**src/rtl/tmds_decoder_if.sv**
```systemverilog
// ============================================================================
// Module      : tmds_decoder_if
// Description : Lane bundle between a 1:10 deserializer and tmds_decoder.
//               Optional loss counter port when TMDS_LOSS_CNT_EN is defined.
// Revision    : 1.0 - initial release
// ============================================================================
`default_nettype none

interface tmds_decoder_if;
   logic [9:0]  tmds_in;
   logic        bitslip_out;
   logic        aligned_out;
   logic [7:0]  data_out;
   logic        de_out;
   logic        c0_out;
   logic        c1_out;
`ifdef TMDS_LOSS_CNT_EN
   logic [15:0] loss_cnt_out;

   modport master (output tmds_in, input bitslip_out, aligned_out, data_out,
                   de_out, c0_out, c1_out, loss_cnt_out);
   modport slave  (input tmds_in, output bitslip_out, aligned_out, data_out,
                   de_out, c0_out, c1_out, loss_cnt_out);
`else
   modport master (output tmds_in, input bitslip_out, aligned_out, data_out,
                   de_out, c0_out, c1_out);
   modport slave  (input tmds_in, output bitslip_out, aligned_out, data_out,
                   de_out, c0_out, c1_out);
`endif
endinterface

`default_nettype wire

```
**src/rtl/tmds_decoder.sv**
```systemverilog
// ============================================================================
// Module      : tmds_decoder
// Description : TMDS lane decoder with control-token word alignment and
//               bit-slip hunting. Macro TMDS_LOSS_CNT_EN adds a lock-loss counter.
// Revision    : 1.0 - initial release
// ============================================================================
`default_nettype none

module tmds_decoder #(
   parameter int CTRL_RUN       = 16,
   parameter int SEARCH_TIMEOUT = 2048,
   parameter int SLIP_SETTLE    = 16
) (
   input  wire logic     clk,
   input  wire logic     rstn,
   tmds_decoder_if.slave bus
);

   localparam int c_RUN_W = $clog2(CTRL_RUN + 1);
   localparam int c_TO_W  = $clog2(SEARCH_TIMEOUT + 1);
   localparam int c_SET_W = $clog2(SLIP_SETTLE + 1);
   localparam logic [c_RUN_W-1:0] c_RUN_LAST = c_RUN_W'(CTRL_RUN - 1);
   localparam logic [c_TO_W-1:0]  c_TO_LAST  = c_TO_W'(SEARCH_TIMEOUT - 1);
   localparam logic [c_SET_W-1:0] c_SET_LAST = c_SET_W'(SLIP_SETTLE - 1);

   typedef enum logic [1:0] {
      ST_SEARCH = 2'd0,
      ST_SLIP   = 2'd1,
      ST_SETTLE = 2'd2,
      ST_LOCKED = 2'd3
   } state_t;

   state_t             r_state;
   logic [c_RUN_W-1:0] r_run_cnt;
   logic [c_TO_W-1:0]  r_to_cnt;
   logic [c_SET_W-1:0] r_set_cnt;
   logic               r_bitslip;
   logic               r_aligned;

   logic [9:0]         r_sym;
   logic               r_tok;
   logic [1:0]         r_tok_c;
   logic               w_tok;
   logic [1:0]         w_tok_c;
   logic [7:0]         w_d;
   logic [7:0]         w_dec;
   logic               w_to_hit;
   logic               w_lock;
   logic               w_unlock;
   logic               w_aligned_nxt;

   logic [7:0]         r_data;
   logic               r_de;
   logic               r_c0;
   logic               r_c1;

   always_comb begin
      w_tok   = 1'b1;
      w_tok_c = 2'b00;
      case (bus.tmds_in)
         10'h354: w_tok_c = 2'b00;
         10'h0AB: w_tok_c = 2'b01;
         10'h154: w_tok_c = 2'b10;
         10'h2AB: w_tok_c = 2'b11;
         default: w_tok   = 1'b0;
      endcase
   end

   always_ff @(posedge clk or negedge rstn) begin
      if (!rstn) begin
         r_sym   <= '0;
         r_tok   <= 1'b0;
         r_tok_c <= 2'b00;
      end else begin
         r_sym   <= bus.tmds_in;
         r_tok   <= w_tok;
         r_tok_c <= w_tok_c;
      end
   end

   always_comb begin
      w_d      = r_sym[9] ? ~r_sym[7:0] : r_sym[7:0];
      w_dec    = '0;
      w_dec[0] = w_d[0];
      for (int i = 1; i < 8; i++) begin
         w_dec[i] = r_sym[8] ? (w_d[i] ^ w_d[i-1]) : ~(w_d[i] ^ w_d[i-1]);
      end
   end

   // A token arriving on the timeout cycle always wins over slip/unlock.
   assign w_to_hit      = (r_to_cnt == c_TO_LAST);
   assign w_lock        = (r_state == ST_SEARCH) && r_tok && (r_run_cnt == c_RUN_LAST);
   assign w_unlock      = (r_state == ST_LOCKED) && !r_tok && w_to_hit;
   assign w_aligned_nxt = w_lock || ((r_state == ST_LOCKED) && !w_unlock);

   always_ff @(posedge clk or negedge rstn) begin
      if (!rstn) begin
         r_state   <= ST_SEARCH;
         r_run_cnt <= '0;
         r_to_cnt  <= '0;
         r_set_cnt <= '0;
         r_bitslip <= 1'b0;
         r_aligned <= 1'b0;
      end else begin
         r_bitslip <= 1'b0;
         r_aligned <= w_aligned_nxt;
         case (r_state)
            ST_SEARCH: begin
               if (w_lock) begin
                  r_state   <= ST_LOCKED;
                  r_run_cnt <= '0;
                  r_to_cnt  <= '0;
               end else if (!r_tok && w_to_hit) begin
                  r_state   <= ST_SLIP;
                  r_bitslip <= 1'b1;
                  r_run_cnt <= '0;
                  r_to_cnt  <= '0;
               end else begin
                  r_run_cnt <= r_tok ? r_run_cnt + 1'b1 : '0;
                  if (!w_to_hit) r_to_cnt <= r_to_cnt + 1'b1;
               end
            end
            ST_SLIP: begin
               r_state   <= ST_SETTLE;
               r_set_cnt <= '0;
            end
            ST_SETTLE: begin
               if (r_set_cnt == c_SET_LAST) begin
                  r_state   <= ST_SEARCH;
                  r_set_cnt <= '0;
               end else begin
                  r_set_cnt <= r_set_cnt + 1'b1;
               end
            end
            ST_LOCKED: begin
               if (r_tok) begin
                  r_to_cnt <= '0;
               end else if (w_to_hit) begin
                  r_state   <= ST_SEARCH;
                  r_to_cnt  <= '0;
                  r_run_cnt <= '0;
               end else begin
                  r_to_cnt <= r_to_cnt + 1'b1;
               end
            end
            default: r_state <= ST_SEARCH;
         endcase
      end
   end

   // Outputs are gated by next-cycle alignment so de/data never lead or lag aligned_out.
   always_ff @(posedge clk or negedge rstn) begin
      if (!rstn) begin
         r_data <= '0;
         r_de   <= 1'b0;
         r_c0   <= 1'b0;
         r_c1   <= 1'b0;
      end else if (w_aligned_nxt && r_tok) begin
         r_data <= '0;
         r_de   <= 1'b0;
         r_c0   <= r_tok_c[0];
         r_c1   <= r_tok_c[1];
      end else if (w_aligned_nxt) begin
         r_data <= w_dec;
         r_de   <= 1'b1;
      end else begin
         r_data <= '0;
         r_de   <= 1'b0;
      end
   end

`ifdef TMDS_LOSS_CNT_EN
   logic [15:0] r_loss_cnt;

   always_ff @(posedge clk or negedge rstn) begin
      if (!rstn) begin
         r_loss_cnt <= '0;
      end else if (w_unlock && (r_loss_cnt != 16'hFFFF)) begin
         r_loss_cnt <= r_loss_cnt + 16'd1;
      end
   end

   assign bus.loss_cnt_out = r_loss_cnt;
`endif

   assign bus.bitslip_out = r_bitslip;
   assign bus.aligned_out = r_aligned;
   assign bus.data_out    = r_data;
   assign bus.de_out      = r_de;
   assign bus.c0_out      = r_c0;
   assign bus.c1_out      = r_c1;

endmodule

`default_nettype wire

```
**src/flat_wrapper.sv**
```systemverilog
// flat-port wrapper written by rule: the top's interface ports become plain ports
module tmds_decoder_flat 
#(
   parameter int CTRL_RUN       = 16,
   parameter int SEARCH_TIMEOUT = 2048,
   parameter int SLIP_SETTLE    = 16
)
  (clk, rstn, bus_tmds_in, bus_bitslip_out, bus_aligned_out, bus_data_out, bus_de_out, bus_c0_out, bus_c1_out);
  tmds_decoder_if bus_i ();
  input  wire logic clk;
  input  wire logic rstn;
  input wire logic [$bits(bus_i.tmds_in)-1:0] bus_tmds_in;
  output wire logic [$bits(bus_i.bitslip_out)-1:0] bus_bitslip_out;
  output wire logic [$bits(bus_i.aligned_out)-1:0] bus_aligned_out;
  output wire logic [$bits(bus_i.data_out)-1:0] bus_data_out;
  output wire logic [$bits(bus_i.de_out)-1:0] bus_de_out;
  output wire logic [$bits(bus_i.c0_out)-1:0] bus_c0_out;
  output wire logic [$bits(bus_i.c1_out)-1:0] bus_c1_out;
  assign bus_i.tmds_in = bus_tmds_in;
  assign bus_bitslip_out = bus_i.bitslip_out;
  assign bus_aligned_out = bus_i.aligned_out;
  assign bus_data_out = bus_i.data_out;
  assign bus_de_out = bus_i.de_out;
  assign bus_c0_out = bus_i.c0_out;
  assign bus_c1_out = bus_i.c1_out;
  tmds_decoder #(.CTRL_RUN(CTRL_RUN), .SEARCH_TIMEOUT(SEARCH_TIMEOUT), .SLIP_SETTLE(SLIP_SETTLE)) u_core (.clk(clk), .rstn(rstn), .bus(bus_i));
endmodule
```
**config.mk**
```make
export PLATFORM = sky130hd
export DESIGN_NAME = tmds_decoder_flat
export DESIGN_NICKNAME = d
export VERILOG_FILES = /design/src/rtl/tmds_decoder_if.sv /design/src/rtl/tmds_decoder.sv /design/src/flat_wrapper.sv
export SDC_FILE = /design/constraint.sdc
export NUM_CORES = 1
export LEC_CHECK = 0
export CAP_MARGIN = 10
export CORE_MARGIN = 1.5
export CORE_UTILIZATION = 40
export CTS_CLUSTER_SIZE = 30
export DETAILED_ROUTE_END_ITERATION = 12
export MAX_ROUTING_LAYER = met4
export PLACE_DENSITY_LB_ADDON = 0.1
export SETUP_SLACK_MARGIN = 0.3
export SKIP_CTS_REPAIR_TIMING = 1
export SLEW_MARGIN = 20
export SYNTH_ARGS = -nofsm -noshare
export SYNTH_HDL_FRONTEND = slang
export SYNTH_SLANG_ARGS = --single-unit
```
**constraint.sdc**
```tcl
create_clock -name clk -period 2.8 [get_ports clk]
set_input_delay 0.56 -clock clk [delete_from_list [all_inputs] [get_ports clk]]
set_output_delay 0.56 -clock clk [all_outputs]
set_load 0.02 [all_outputs]
```
==> out/results.txt <==
status: finished clean
Post-synth EDFFs: 0
TritonRoute pass-1 iters: 4
Worst Hold Class: in2async
Buf/Inv on CP: 0
final cell area excluding filler cells: 2770 sq um
clk slew on worst S/H paths: 0.10 ns
Most common cell on crit path: ha_1
Rel. slew slack: 61.7%
Crit path max-delay family: simple AND/OR/NAND/NOR gates
post-synthesis cell count: 213
initial DRC count: 91
flop-to-flop setup slack: 0.52 ns
LEAKAGE: 1.26 nW
crit path kind: reg2reg
Hold Slack: 0.235 ns
Period minus WS final: 2.28 ns
Async SR Flop Fraction: 100%
Routed WL: 4550 microns
Yosys reg bits: 50
total track usage: 16.1%
Final Max Tran Viols: 0
die span in y: 80.0 microns
slowest CP cell: or4_1
sequential area share after synthesis: 52.8%
Syn Nets: 234
DIE WIDTH: 80.0 microns
CTS H-tree lvls: 2
R2R depth: 7
RSZ-0062 raised after global routing: no
f_max: 439 MHz
first-pass GRT wire length: 7690 microns
# port buffers: 24
CP Max Fanout: 14
share of cells above drive strength 1: 11.8%
Multi-input gate area: 1040 sq um
CP endpoint kind: flip-flop
Detailed Place HPWL: 3220 microns
Antenna diodes: 0
library cells used by synthesis: 48
drt wl/cell: 14.7 microns
CTS Buffer Depth: 2
crit-path max cell delay: 0.48 ns
most frequent cells in the layout: dfrtp_1, clkdlybuf4s50_1, nand2_1
critical path data arrival time: 2.49 ns
Seq. cell area: 1250 sq um
TritonCTS clock tree: built
Core Rows: 27
r2r startpoint: u_core.r_run_cnt[0]$_DFFE_PN0P_
Req. time, crit path: 3.01 ns
core box area: 5610 sq um
vias in the first global route: 1,584
Die ar.: 6400 sq um
setup tns final: 0 ns
final worst path period share: 81.3%
maximum vdd ir drop: 0.224 mV
initial antenna violation count: 0
endpoints failing hold: 0
capturing point of the worst reg2reg path: u_core.r_to_cnt[6]$_DFFE_PN0P_
Post-Syn Area: 2370 sq um
largest net degree at the start of global routing: 28
worst-margin pin slew: 0.574 ns
DP Area: 2670 sq um
max-cap check violation count: 0
total power: 1.25 mW
Via density: 5.18
num ports: 25
Setup violations, final: 0
crit-path cells: ha_1 > and3_1 > ha_1 > and3b_1 > a41o_2 > or4_1 > o21ai_0
Root Buffer: clkbuf_8
Critical Path Source: u_core.r_run_cnt[0]$_DFFE_PN0P_
gr ovfl total: 0
cts bufs inserted: 5
Critical Path Start Type: flip-flop
Area Growth Syn to Fin: 16.9%
commonest non-fill, non-tap cell in the layout: dfrtp_1
global placement routability congestion: 0.765
worst-skew pair later-pin latency: 0.31 ns
Starting Density: 42.3%
Fillers: 531
remaining routing DRC violations: 0
clk sinks: 50
Post-DRT Antenna Nets: 0
Cell Pwr Density: 451 nW/um^2
DR vias: 1,606
Ys Warns: 0
nets: 258
Clock Skew: 0.00835 ns
Synth Flop Type: dfrtp_1
Mean Syn Cell Area: 11.1 sq um
-- synthesized netlist by cell type, types with 2 or more instances --
cell type | number | area (sq um)
nor2_1 | 15 | 56.3
a22o_1 | 5 | 43.8
nand2_1 | 20 | 75.1
a31o_2 | 3 | 26.3
o21ai_0 | 11 | 55.1
a31oi_1 | 2 | 12.5
and3_1 | 5 | 31.3
nand3_1 | 9 | 45.0
nor2b_1 | 2 | 12.5
clkbuf_1 | 3 | 11.3
ha_1 | 9 | 113
nand4b_1 | 2 | 17.5
nand3b_1 | 2 | 15.0
xnor2_1 | 12 | 105
nor4bb_1 | 2 | 20.0
mux2i_1 | 2 | 20.0
a41oi_1 | 2 | 17.5
and4_1 | 2 | 17.5
dfrtp_1 | 50 | 1250
buf_6 | 2 | 22.5
nand4_1 | 3 | 18.8
and4b_1 | 2 | 20.0
inv_1 | 10 | 37.5
nor4b_1 | 2 | 17.5
a21oi_1 | 6 | 30.0
or4_1 | 2 | 15.0
o31ai_1 | 2 | 15.0
mux2_2 | 5 | 56.3
buf_2 | 2 | 10.0
-- layout make-up --
cell class	instances	share of cell area [%]
clock buffers	6	2.98
clock inverters	2	0.587
inverters	10	1.35
multi-input cells	145	37.5
flip-flops and latches	50	45.1
well taps	72	3.25
repair buffers	25	9.21
-- worst reg2reg max path: stages (launching register included) --
cell and delay, ns:
dfrtp_1 0.41, ha_1 0.19, and3_1 0.16, ha_1 0.25
and3b_1 0.21, a41o_2 0.37, or4_1 0.48, o21ai_0 0.11
-- flip-flops by register name, indices dropped and copies added, names as in the netlist --
signal                  count
u_core.r_to_cnt            12
u_core.r_run_cnt            5
u_core.bus.bitslip_out      1
u_core.r_state              2
u_core.bus.c0_out           1
u_core.bus.c1_out           1
u_core.bus.de_out           1
u_core.bus.aligned_out      1
u_core.bus.data_out         8
u_core.r_tok                1
u_core.r_sym               10
u_core.r_set_cnt            5
u_core.r_tok_c              2
-- routing by layer --
layer / GRT usage (%) / up-vias / share of wire (%)
met5: - / - / 0
met4: 4.66 / 0 / 1.3
met3: 4.11 / 7 / 3.0
met2: 23.7 / 22 / 42
met1: 21.9 / 769 / 54
li1: - / 808 / -
-- cell families after synthesis --
kind of cell             share of synthesized area [%]
flip-flops                                        52.8
AO/OA/AOI/OAI                                     12.7
buffers and inverters                             3.75
XOR/XNOR                                          4.43
adder cells (fa/ha/maj)                           4.75
AND/OR/NAND/NOR                                   18.4
multiplexers                                      3.22
-- per-stage QoR --
stage | std cells | util, % | setup slack [ns]
global route | 310 | 49.4 | 0.354
finish | 310 | 49.4 | 0.523
CTS | 310 | 49.3 | 0.399
detailed placement | 302 | 47.5 | 0.438
global placement | 302 | 47.5 | 0.469
floorplan | 213 | - | 0.605
-- power breakdown --
part	leakage, nW	internal [mW]	switching (mW)
logic	0.547	0.0326	0.0289
registers	0.661	0.729	0.00575
clock network	0.0478	0.204	0.251
total	1.26	0.965	0.286
-- how the worst max path moves through the flow --
stage | endpoint | slack [ns] | cells after the start
finish | u_core.r_to_cnt[6]$_DFFE_PN0P_ | 0.52 | 7
global route | u_core.r_to_cnt[0]$_DFFE_PN0P_ | 0.35 | 7
floorplan | u_core.r_to_cnt[9]$_DFFE_PN0P_ | 0.61 | 8
global placement | u_core.r_to_cnt[11]$_DFFE_PN0P_ | 0.47 | 7
detailed placement | u_core.r_to_cnt[11]$_DFFE_PN0P_ | 0.44 | 7
CTS | u_core.r_to_cnt[11]$_DFFE_PN0P_ | 0.40 | 7
Note: power is estimated with default switching activity, not from simulation.
